$ cat src/rtl/alu_modport.sv
// Single-stage registered ALU: samples operands and opcode every rising edge,
// result and calculated appear one cycle later; NOP holds the previous result.
module alu_modport #(
    parameter int DATA_W = 8
) (
    input  logic              clock,
    input  logic              reset_n,
    input  logic [DATA_W-1:0] input_a,
    input  logic [DATA_W-1:0] input_b,
    input  logic [3:0]        operator,
    output logic              calculated,
    output logic [DATA_W-1:0] result
);

    localparam int SH_W = $clog2(DATA_W);

    localparam logic [3:0] OP_ADD = 4'h0;
    localparam logic [3:0] OP_SUB = 4'h1;
    localparam logic [3:0] OP_MUL = 4'h2;
    localparam logic [3:0] OP_DIV = 4'h3;
    localparam logic [3:0] OP_MOD = 4'h4;
    localparam logic [3:0] OP_AND = 4'h5;
    localparam logic [3:0] OP_OR  = 4'h6;
    localparam logic [3:0] OP_XOR = 4'h7;
    localparam logic [3:0] OP_NOT = 4'h8;
    localparam logic [3:0] OP_SHL = 4'h9;
    localparam logic [3:0] OP_SHR = 4'hA;
    localparam logic [3:0] OP_ROL = 4'hB;
    localparam logic [3:0] OP_ROR = 4'hC;
    localparam logic [3:0] OP_EQ  = 4'hD;
    localparam logic [3:0] OP_GT  = 4'hE;
    localparam logic [3:0] OP_NOP = 4'hF;

    function automatic logic [DATA_W-1:0] alu_eval(
        input logic [DATA_W-1:0] a,
        input logic [DATA_W-1:0] b,
        input logic [3:0]        op
    );
        logic [DATA_W-1:0]   y;
        logic [2*DATA_W-1:0] prod;
        logic [2*DATA_W-1:0] dbl;
        logic [SH_W-1:0]     sh;
        y    = '0;
        sh   = b[SH_W-1:0];
        prod = {{DATA_W{1'b0}}, a} * {{DATA_W{1'b0}}, b};
        dbl  = '0;
        case (op)
            OP_ADD: y = a + b;
            OP_SUB: y = a - b;
            OP_MUL: y = prod[DATA_W-1:0];
            // Divide-by-zero yields all-ones for DIV and passes a through for MOD
            OP_DIV: y = (b == '0) ? '1 : a / b;
            OP_MOD: y = (b == '0) ? a : a % b;
            OP_AND: y = a & b;
            OP_OR:  y = a | b;
            OP_XOR: y = a ^ b;
            OP_NOT: y = ~a;
            OP_SHL: y = a << sh;
            OP_SHR: y = a >> sh;
            OP_ROL: begin
                dbl = {a, a} << sh;
                y   = dbl[2*DATA_W-1:DATA_W];
            end
            OP_ROR: begin
                dbl = {a, a} >> sh;
                y   = dbl[DATA_W-1:0];
            end
            OP_EQ:  y[0] = (a == b);
            OP_GT:  y[0] = (a > b);
            default: y = '0;
        endcase
        return y;
    endfunction

    logic [DATA_W-1:0] result_p1;
    logic              vld_p1;

    // Stage p0 -> p1: sample inputs, register outcome
    always_ff @(posedge clock or negedge reset_n) begin
        if (!reset_n) begin
            result_p1 <= '0;
            vld_p1    <= 1'b0;
        end else begin
            vld_p1 <= (operator != OP_NOP);
            if (operator != OP_NOP) begin
                result_p1 <= alu_eval(input_a, input_b, operator);
            end
        end
    end

    assign result     = result_p1;
    assign calculated = vld_p1;

endmodule

$ cat config.mk
export PLATFORM = sky130hd
export DESIGN_NAME = alu_modport
export DESIGN_NICKNAME = d
export VERILOG_FILES = /design/src/rtl/alu_modport.sv
export SDC_FILE = /design/constraint.sdc
export NUM_CORES = 1
export LEC_CHECK = 0
export CORE_ASPECT_RATIO = 0.6
export CORE_UTILIZATION = 25
export CTS_BUF_LIST = sky130_fd_sc_hd__clkbuf_8
export DETAILED_ROUTE_END_ITERATION = 8
export GPL_TIMING_DRIVEN = 0
export PLACE_DENSITY = 0.44
export RECOVER_POWER = 25
export SYNTH_ARGS = -nofsm -noshare
export SYNTH_HDL_FRONTEND = slang
export SYNTH_SLANG_ARGS = --single-unit
$ cat constraint.sdc
create_clock -name clock -period 2 [get_ports clock]
set_clock_uncertainty 0.05 [all_clocks]
set_input_delay 0.6 -clock clock [delete_from_list [all_inputs] [get_ports clock]]
set_output_delay 0.6 -clock clock [all_outputs]
set_load 0.01 [all_outputs]
==> flow_metrics.env <==
export IMPL_hold_buffers=0
export IMPL_ys_types=82
export IMPL_routed_wl_mm=26.2
export IMPL_hpwl_mm=19.9
export IMPL_worst_pin_slew_ns=1.25
export IMPL_synth_area_mm2=0.00541
export IMPL_syn_to_final_growth_pct=42.4
export IMPL_synth_top_area_cell="ha_1"
export IMPL_cts_tree="built"
export IMPL_die_area_mm2=0.0223
export IMPL_fin_crit_sh_pct=524
export IMPL_status="finished with violations"
export IMPL_max_freq_mhz=95.5
export IMPL_postRouteAntennaNets=0
export IMPL_cts_sinks=9
export IMPL_avgSynthCellArea_um2=7.42
export IMPL_crit_family="compound AO/OA/AOI/OAI gates"
export IMPL_start_kind="input pin"
export IMPL_syn_num_nets=846
export IMPL_gp_congestion=0.983
export IMPL_grt_max_degree=18
export IMPL_dp_cells=1037
export IMPL_powerDensity_mw_per_mm2=479
export IMPL_grt_pass1_vias=6057
export IMPL_fin_ws_ns=-8.47
export IMPL_routed_via_density=5.62
export IMPL_crit_path_frequent_cell="ha_4"
export IMPL_clkTransAtPathRegs_ns=0.05
export IMPL_ys_seq_area_share_pct=4.16
export IMPL_grt_usage_pct=23.5
export IMPL_crit_fanout=6
export IMPL_vias=6358
export IMPL_clk_latency_ns=0.24
export IMPL_slew_violations=0
export IMPL_violations="negative setup slack"
export IMPL_core_rowCount=41
export IMPL_h_tree_depth=1
export IMPL_root_buffer="clkbuf_8"
export IMPL_rsz0062_at_grt="yes"
export IMPL_diodes=0
export IMPL_fin_cells=1132
export IMPL_path_class="input pin to flop"
export IMPL_start_util_pct=25.6
export IMPL_max_cap_viol_count=0
export IMPL_ys_ff_latch=9
export IMPL_port_buffers=29
export IMPL_required_ns=2.07
export IMPL_route_detailed_drc=0
export IMPL_hold_class="flop to flop"
export IMPL_finalPower_w=0.00369
export IMPL_max_slew_margin_pct=16.1
export IMPL_ys_top_cells_by_area="ha_1, fa_1, nor2_1"
export IMPL_drt_wirelength_per_cell_um=23.2
export IMPL_dr_pass1_iters=6
export IMPL_crit_buf_inv=5
export IMPL_min_period_ns=10.47
export IMPL_syn_inst=729
export IMPL_yosys_warnings=0
export IMPL_layout_commonest_cell="buf_4"
export IMPL_layout_common_cells="buf_4, nand2_1, nor2_1, ha_1, inv_1"
export IMPL_max_stage_delay_ns=0.39
export IMPL_setup_viol=8
export IMPL_fp_dieW_um=192
export IMPL_grt_pass1_wl_mm=38.6
export IMPL_drive_above_1_share_pct=28.3
export IMPL_crit_path_end_kind="flop"
export IMPL_clk_path_buf_depth=2
export IMPL_cts_buffers=3
export IMPL_io_pins=31
export IMPL_synth_edf_count=0
export IMPL_slowest_stage="nor4_4"
export IMPL_die_h_um=116
export IMPL_yosysTopAreaCellShare_pct=18.5
export IMPL_vdd_ir_drop_max_mv=0.199
export IMPL_hold_viol=0
export IMPL_ys_async_sr_fraction_pct=100
export IMPL_fin_nets=971
export IMPL_drt_initial_drc_count=729
export IMPL_critPathArrivalTime_ns=10.54
export IMPL_ys_flop_type="dfrtp_1"
export IMPL_antenna_found_initial=0
export IMPL_core_mm2=0.0211
export IMPL_grt_ovfl_total=0
export IMPL_p_leak_nw=3.20
-- flip-flops by register name (all words and copies together) (netlist names) --
name	flops
result	8
calculated	1
-- cells in the mapped netlist, types with 13 or more instances --
cell type	number
xnor2_1	18
fa_1	15
nor2_1	66
nand2_1	65
a21o_1	14
clkbuf_1	33
a31oi_1	16
inv_1	62
ha_1	80
o21ai_0	32
xor2_1	14
nor3_1	26
a21oi_1	41
o21a_1	14
nand3_1	13
-- final cells by class --
type / instances / area (µm²)
Inverter: 62 / 240
Timing Repair Buffer: 120 / 1020
Tap cell: 279 / 349
Fill cell: 2272 / 13400
Clock inverter: 1 / 3.75
Multi-Input combinational cell: 615 / 5540
Clock buffer: 3 / 41.3
Sequential cell: 9 / 225
Buffer: 43 / 284
-- repair_timing --
item	4_1_cts	5_1_grt
resized for setup	117	39
pin swaps	48	48
endpoints found under the setup margin	9	9
buffers inserted	72	18
-- layer usage --
metal  global-route usage, %  vias up  share of wire, %
li1                        -     2939                 -
met1                    36.7     3039                51
met2                    30.6      350                36
met3                    7.81       28                12
met4                    2.49        2              0.82
met5                    2.78        -              0.32
-- worst reg2reg max path, stage by stage, from the launching register on --
cell	delay, ns
dfrtp_1	0.41
a32oi_1	0.17
a21oi_1	0.10
a2111oi_0	0.71
nand4b_1	0.19
a311o_1	0.35
-- kinds of logic (layout without fill, tap and decap cells) --
family / Yosys count / after routing / share of synthesized area [%]
compound gates: 225 / 225 / 29.9
buf+inv: 105 / 229 / 7.49
xor+xnor: 34 / 34 / 6.01
flops: 9 / 9 / 4.16
fa+ha+maj: 95 / 95 / 24.1
simple gates: 235 / 235 / 20.7
mux: 26 / 26 / 7.68
-- through the flow --
stage          setup WS, ns  util [%]  instance area (µm²)  TNS [ns]  hold WS [ns]
2_1_floorplan         -8.26         -                 5810    -64.81         0.254
3_3_place_gp         -11.29      30.5                 6450    -88.87         0.446
3_5_place_dp         -11.26      30.5                 6450    -88.46         0.473
4_1_cts               -8.35      34.8                 7350    -66.43         0.483
5_1_grt               -8.89      36.5                 7710    -70.29         0.541
6_report              -8.47      36.5                 7710    -66.93         0.477
-- final timing paths --
check | from | to | slack (ns) | cells past startpoint
max in group asynchronous | reset_n | result[2]$_DFFE_PN0P_ | 0.89 | 1
worst max register to register | result[4]$_DFFE_PN0P_ | result[4]$_DFFE_PN0P_ | -0.10 | 5
min in group asynchronous | reset_n | calculated$_DFF_PN0_ | 0.70 | 1
worst min register to register | result[0]$_DFFE_PN0P_ | result[0]$_DFFE_PN0P_ | 0.48 | 1
worst max-delay path | input_b[6] | result[0]$_DFFE_PN0P_ | -8.47 | 48
worst min-delay path | result[0]$_DFFE_PN0P_ | result[0]$_DFFE_PN0P_ | 0.48 | 1
-- report_power, final --
group / switching, W / internal [W] / total, W
Clock: 0.0000825 / 0.000135 / 0.000217
Combinational: 0.00173 / 0.00150 / 0.00322
Sequential: 0.0000360 / 0.000217 / 0.000253
Total: 0.00185 / 0.00185 / 0.00369
Power figures use the tool's default switching activity.
